===== config.mk =====
export PLATFORM = sky130hd
export DESIGN_NAME = spill_buffer_flushable
export DESIGN_NICKNAME = d
export VERILOG_FILES = /design/src/rtl/spill_buffer_flushable_pkg.sv /design/src/rtl/spill_buffer_flushable.sv
export SDC_FILE = /design/constraint.sdc
export NUM_CORES = 1
export LEC_CHECK = 0
export CORE_AREA = 2 2 39 41
export CTS_CLUSTER_SIZE = 20
export DETAILED_ROUTE_END_ITERATION = 16
export DIE_AREA = 0 0 41 43
export DONT_BUFFER_PORTS = 1
export PLACE_DENSITY = 0.4
export REMOVE_ABC_BUFFERS = 1
export SYNTH_ARGS = -nofsm -noshare
export SYNTH_HDL_FRONTEND = slang
export SYNTH_SLANG_ARGS = --single-unit
export TNS_END_PERCENT = 5

===== constraint.sdc =====
create_clock -name clk_i -period 1.9 [get_ports clk_i]
set_clock_uncertainty 0.1 [all_clocks]
set_input_delay 0.57 -clock clk_i [delete_from_list [all_inputs] [get_ports clk_i]]
set_output_delay 0.57 -clock clk_i [all_outputs]
set_load 0.005 [all_outputs]

===== src/rtl/spill_buffer_flushable_pkg.sv =====
// spill_buffer_flushable_pkg: index-width helper shared by the spill buffer.
package spill_buffer_flushable_pkg;
   function automatic integer idx_width(input integer n);
      return (n > 1) ? $clog2(n) : 1;
   endfunction
endpackage


===== src/rtl/spill_buffer_flushable.sv =====
// spill_buffer_flushable: Depth-entry valid/ready buffer with registered outputs, flush, clear and usage.
module spill_buffer_flushable
   import spill_buffer_flushable_pkg::*;
#(
   parameter type         T      = logic,
   parameter int unsigned Depth  = 2,
   parameter bit          Bypass = 1'b0
) (
   input  logic                       clk_i,
   input  logic                       rst_ni,
   input  logic                       clr_i,
   input  logic                       flush_i,
   input  logic                       valid_i,
   output logic                       ready_o,
   input  T                           data_i,
   output logic                       valid_o,
   input  logic                       ready_i,
   output T                           data_o,
   output logic [$clog2(Depth+1)-1:0] usage_o
);
   if (Depth < 2) begin : g_bad_depth
      $fatal(1, "spill_buffer_flushable: Depth must be >= 2");
   end
   if (Bypass) begin : g_bypass
      logic unused_bypass;
      assign unused_bypass = ^{clk_i, rst_ni, clr_i, flush_i};
      assign valid_o = valid_i;
      assign ready_o = ready_i;
      assign data_o  = data_i;
      assign usage_o = '0;
   end else begin : g_buf
      localparam int unsigned PtrW = idx_width(Depth);
      localparam int unsigned CntW = $clog2(Depth + 1);
      T                mem [Depth];
      logic [PtrW-1:0] rd_ptr, wr_ptr;
      logic [CntW-1:0] count;
      logic            push, pop;
      function automatic logic [PtrW-1:0] nxt(input logic [PtrW-1:0] p);
         return (p == PtrW'(Depth - 1)) ? '0 : p + 1'b1;
      endfunction
      assign ready_o = count != CntW'(Depth);
      assign valid_o = count != '0;
      assign data_o  = mem[rd_ptr];
      assign usage_o = count;
      // A flush voids both handshakes of its cycle.
      assign push = valid_i & ready_o & ~flush_i;
      assign pop  = valid_o & ready_i & ~flush_i;
      always_ff @(posedge clk_i or negedge rst_ni) begin
         if (!rst_ni) begin
            count  <= '0;
            rd_ptr <= '0;
            wr_ptr <= '0;
         end else if (clr_i) begin
            count  <= '0;
            rd_ptr <= '0;
            wr_ptr <= '0;
         end else if (flush_i) begin
            count  <= '0;
            rd_ptr <= wr_ptr;
         end else begin
            if (push) wr_ptr <= nxt(wr_ptr);
            if (pop) rd_ptr <= nxt(rd_ptr);
            count <= count + CntW'(push) - CntW'(pop);
         end
      end
      always_ff @(posedge clk_i or negedge rst_ni) begin
         if (!rst_ni) begin
            for (int i = 0; i < int'(Depth); i++) mem[i] <= '0;
         end else if (clr_i) begin
            for (int i = 0; i < int'(Depth); i++) mem[i] <= '0;
         end else if (push) begin
            mem[wr_ptr] <= data_i;
         end
      end
      a_flush_no_valid: assert property (@(posedge clk_i) disable iff (!rst_ni) flush_i |-> !valid_i)
         else $warning("spill_buffer_flushable: upstream beat discarded by flush");
   end
endmodule


---- Word-level counts from Yosys, hierarchy flattened ----
Cells that the tools add are included.
cells by class
  add/subtract/negate cells ............... 4
  $mul .................................... 0
  divide/modulo/power cells ............... 0
  magnitude comparators ................... 3
  equality and inequality tests ........... 2
  shift-type cells ........................ 0
  mux-type cells .......................... 18
  bitwise gates (word level) .............. 7
  reductions and logical operators ........ 5
operators with widths
  kind                                                                   number
  1-bit two-way mux                                                      12
  2-bit two-way mux                                                      4
  1-bit AND                                                              4
  2-bit >= comparator (second input constant)                            2
  2-bit inequality test (second input constant)                          2
  1-bit inverter with 2-bit output                                       2
  2-bit nonzero test                                                     2
  3-bit nonzero test                                                     1
  1-bit adder (second input constant)                                    2
  2-bit by 1-bit adder with 2-bit output                                 1
  2-bit bitwise mux                                                      1
  2-bit by 1-bit < comparator with 1-bit output (second input constant)  1
  2-bit AND reduction                                                    1
  2-bit by 1-bit subtractor with 2-bit output                            1
  1-bit demux with 1-bit select                                          1
  1-bit logical AND                                                      1
  1-bit inverter                                                         1
storage, ports and cells
  register bits after elaboration ......... 6
  bits in latches ......................... 0
  memory bits (writable) .................. 0
  bits in read-only memories .............. 0
  bits of input ports ..................... 7
  output and inout port bits .............. 5
  logic and storage cells ................. 44
  memories ................................ 0

---- Longest topological paths before layout ----
  depth in word-level cells ............... 8
  depth in mapped cells ................... 9

---- Worst setup path after synthesis ----
OpenSTA, ideal clock, no wires.
  path type ............................... in2reg
  start point ............................. input port flush_i
  end point ............................... register g_buf.count[1] (netlist: usage_o[1])
  setup time .............................. 0.105 ns
  data arrival time ....................... 1.750 ns
  path slack .............................. -0.055 ns
  stages .................................. 8
  buffers on the path ..................... 0
  path through ............................ and2b_4 > nand2_1 > ha_1 > inv_1 > ha_1 > xor2_1 > nor2_1 > nor4b_1
on the way
  word-level cells in the longest chain between the ends .. 6
RTL lines
  what                                         line                                                        RTL
  start: declaration                           spill_buffer_flushable.sv:12                                input logic flush_i,
  1-bit inverter                               spill_buffer_flushable.sv:46, spill_buffer_flushable.sv:47
  1-bit AND                                    spill_buffer_flushable.sv:46                                assign push = valid_i & ready_o & ~flush_i;
  2-bit by 1-bit adder with 2-bit output       spill_buffer_flushable.sv:63                                count <= count + CntW'(push) - CntW'(pop);
  2-bit by 1-bit subtractor with 2-bit output  spill_buffer_flushable.sv:63
  2-bit two-way mux *                          spill_buffer_flushable.sv:57                                end else if (flush_i) begin
  2-bit two-way mux *                          spill_buffer_flushable.sv:53                                end else if (clr_i) begin
  end signal: assignment                       spill_buffer_flushable.sv:63
  end: declaration                             spill_buffer_flushable.sv:36                                logic [CntW-1:0] count;
Mark *: on every way between the ends. The rest lies on a longest branch, timed or not.
A chain may end at the register's enable or synchronous reset.

---- Final worst setup path ----
  start point ............................. register g_buf.count[0] (netlist: usage_o[0])
  end point ............................... register g_buf.count[1] (netlist: usage_o[1])
on the way
  word-level cells in the longest chain between the ends .. 7
RTL lines
  what                                           line                          RTL
  2-bit inequality test                          spill_buffer_flushable.sv:41  assign ready_o = count != CntW'(Depth);
  1-bit AND (2 in series)                        spill_buffer_flushable.sv:46
  2-bit by 1-bit adder with 2-bit output         spill_buffer_flushable.sv:63
  2-bit by 1-bit subtractor with 2-bit output *  spill_buffer_flushable.sv:63
  2-bit two-way mux *                            spill_buffer_flushable.sv:57
  2-bit two-way mux *                            spill_buffer_flushable.sv:53
Marks and branches as above.

==> results.json <==
{
  "outcome": "finished clean",
  "crit_path_start_kind": "flip-flop",
  "critPathCaptureType": "flip-flop",
  "antenna_cells": 0,
  "totalPowerFinal_uw": 290.9,
  "finish.net_count": 57,
  "antenna_found_initial": 0,
  "path_max_fanout": 3,
  "cts.root.buffer_cell": "sky130_fd_sc_hd__clkbuf_4",
  "synth_top_family_by_area": "simple AND/OR/NAND/NOR gates",
  "post-route-period-util": 0.9348,
  "multiplexer_area_fraction_after_synthesis": 0.03180,
  "instances_no_fill": 62,
  "yosys.cell_count.top_type": "sky130_fd_sc_hd__dfrtp_1",
  "antenna_left": 0,
  "seq_area_frac_synth": 0.4240,
  "regToRegSetupSlack_ps": 120,
  "post-route-drc-count": 0,
  "crit_path_start": "usage_o[0]",
  "numCtsBuffers": 3,
  "synthFlopType": "sky130_fd_sc_hd__dfrtp_1",
  "core_region_area_mm2": 0.001384,
  "die_width_um": 41,
  "area_growth_syn_to_layout_pct": 34.98,
  "setup_slack_after_placement_ps": -141.3,
  "min-delay-start": "clr_i",
  "mappedNetlistArea_um2": 354.1,
  "die-height_um": 43,
  "drt_wl_total_um": 708,
  "worst_r2r_start": "usage_o[0]",
  "numPortBuffers": 0,
  "ys_async_sr_fraction": 1.000,
  "netlist_top_cells_area": "sky130_fd_sc_hd__dfrtp_1 (42%), sky130_fd_sc_hd__ha_1 (7.1%), sky130_fd_sc_hd__a21oi_1 (5.7%)",
  "filler_cell_count_in_the_final_layout": 147,
  "ff_latch_area_um2": 150.1,
  "globalRouteTotalUtil": 0.1023,
  "synthAdderAreaFrac": 0.07067,
  "fraction_of_post_synthesis_cell_area_in_the_top_cell_type_by_area": 0.4240,
  "power.density_cell_area_mw_per_mm2": 608.6,
  "slew_violations": 0,
  "layout_min_cycle_time_ps": 1776,
  "vias": 297,
  "detailedRoute.firstIterationViolations": 4,
  "multi_input_comb_area_um2": 219.0,
  "post-route-worst-setup-slack_ps": 123.9,
  "final_hold_fails": 0,
  "synth.top_cells.by_count": "sky130_fd_sc_hd__dfrtp_1 (6), sky130_fd_sc_hd__a21oi_1 (4)",
  "globalRoute.totalOverflow": 0,
  "synthesis.instances": 36,
  "ys.warnings.count": 0,
  "synth-compound-area-share": 0.1625,
  "clock_tree.htree_level_count": 1,
  "clock_latency_ps": 240,
  "clock-sinks": 6,
  "critical_path_arrival_ps": 1820,
  "rsz0062_at_grt": "yes",
  "dr.pass1.iters": 4,
  "critical_path_required_ps": 1950,
  "place_inst": 57,
  "pin_count_of_the_biggest_net_entering_global_routing": 8,
  "cts.clk_slew.worst_paths_ps": 50,
  "synth_top_area_cell": "sky130_fd_sc_hd__dfrtp_1",
  "place_hpwl_um": 575.4,
  "worst_slew_margin_rel": 0.8159,
  "cap_violations": 0,
  "avgSynthCellArea_um2": 9.836,
  "layout-drive-gt1-share": 0.3478,
  "place_congestion": 0.6314,
  "cts_buffer_depth": 2,
  "post_synth_num_cell_types": 21,
  "floorplan.io_pins": 12,
  "first_global_vias": 314,
  "grt_use_met2": 0.1500,
  "max-vdd-ir-drop_mv": 0.2703,
  "globalRouteMet1Util": 0.1225,
  "core.rowCount": 14,
  "worstMarginPinSlew_ps": 275.2,
  "hold_path.class": "in -> reg",
  "worst-setup-path-type": "reg -> reg",
  "gr-usage-met3": 0.02094,
  "final_setup_violation_count": 0,
  "final.hold.worst_slack_ps": 291.3,
  "power.leakage_uw": 0.0002225,
  "finalCoreUtilization": 0.3454,
  "average_wire_per_standard_cell_um": 11.42,
  "grt_busiest_layer": "met2",
  "detail_route.vias_per_cell": 4.790,
  "yosys.area_share.xor_xnor": 0.04947,
  "floorplan.initialDensity": 0.2559,
  "clock_tree_from_tritoncts": "done",
  "seq_cells_post_synth": 6,
  "maximum_frequency_from_static_timing_analysis_mhz": 563.0,
  "synth_enable_flop_cells": 0,
  "grt_first_pass_wirelength_um": 1200,
  "fp.dieArea_mm2": 0.001763,
  "yosys.area_share.simple": 0.2297
}
## layout by cell type, fill, tap and decap left out, types with 2 or more instances in the layout
master                     count
sky130_fd_sc_hd__inv_2         2
sky130_fd_sc_hd__dfrtp_1       6
sky130_fd_sc_hd__nand4_1       2
sky130_fd_sc_hd__a21oi_1       4
sky130_fd_sc_hd__o31ai_1       2
sky130_fd_sc_hd__clkbuf_4      3
sky130_fd_sc_hd__and2b_4       2
sky130_fd_sc_hd__buf_4         6
sky130_fd_sc_hd__nand2_1       2
sky130_fd_sc_hd__nor2_1        2
## path summary, 6_finish.rpt
| check | end | depth (start not counted) |
|---|---|---|
| max | usage_o[1] | 9 |
| min | usage_o[1] | 1 |
| max reg2reg | usage_o[1] | 9 |
| min reg2reg | g_buf.mem[0] | 2 |
| max in group asynchronous | g_buf.wr_ptr | 1 |
| min in group asynchronous | usage_o[0] | 1 |
## sequential cells by signal, indices dropped and copies added, names as in the netlist
name	cells
g_buf.mem	2
usage_o	2
g_buf.rd_ptr	1
g_buf.wr_ptr	1
## what timing repair did
item / 4_1_cts / 5_1_grt
hold buffers: 1 / 0
gates resized for setup: 0 / 5
buffers inserted: 0 / 1
endpoints found under the hold margin: 6 / 0
endpoints found under the setup margin: 0 / 1
## power breakdown
group	switching (µW)	leakage, µW	internal, µW
Sequential	4.03	0.0000817	134
Combinational	17.7	0.000127	20.9
Clock	43.4	0.0000138	71.3
## critical path, cell delays in order, from the launching register on
cell,delay (ps)
sky130_fd_sc_hd__dfrtp_1,390
sky130_fd_sc_hd__and2b_4,270
sky130_fd_sc_hd__inv_2,40
sky130_fd_sc_hd__nand2_1,50
sky130_fd_sc_hd__ha_1,230
sky130_fd_sc_hd__inv_2,70
sky130_fd_sc_hd__ha_4,120
sky130_fd_sc_hd__xor2_2,160
sky130_fd_sc_hd__nor2_1,70
sky130_fd_sc_hd__nor4b_2,200
## cells by family after synthesis
logic type	after synthesis
buffers and inverters	3
and+or+nand+nor	13
DFF	6
muxes	1
AOI/OAI and AO/OA	9
adders and majority gates	2
xor gates and xnor gates	2
## routing by layer
layer	vias up	wire length (µm)
met5	-	0
met4	0	0
met3	0	47
met2	7	369
met1	144	291
li1	146	-
## through the flow
stage | setup TNS, ps | instance area, µm²
6_report | 0 | 478.0
5_1_grt | 0 | 478.0
4_1_cts | 0 | 444.2
3_5_place_dp | -141.3 | 411.6
3_3_place_gp | -112.8 | 411.6
2_1_floorplan | -54.73 | 354.1
## layout make-up
type | count | share of cell area
multi-input cells | 27 | 0.4581
flip-flops and latches | 6 | 0.3141
repair buffers | 7 | 0.1152
clock buffers | 3 | 0.04712
well taps | 16 | 0.04188
inverters | 3 | 0.02356
No activity file was read; power rests on OpenSTA's default activity.
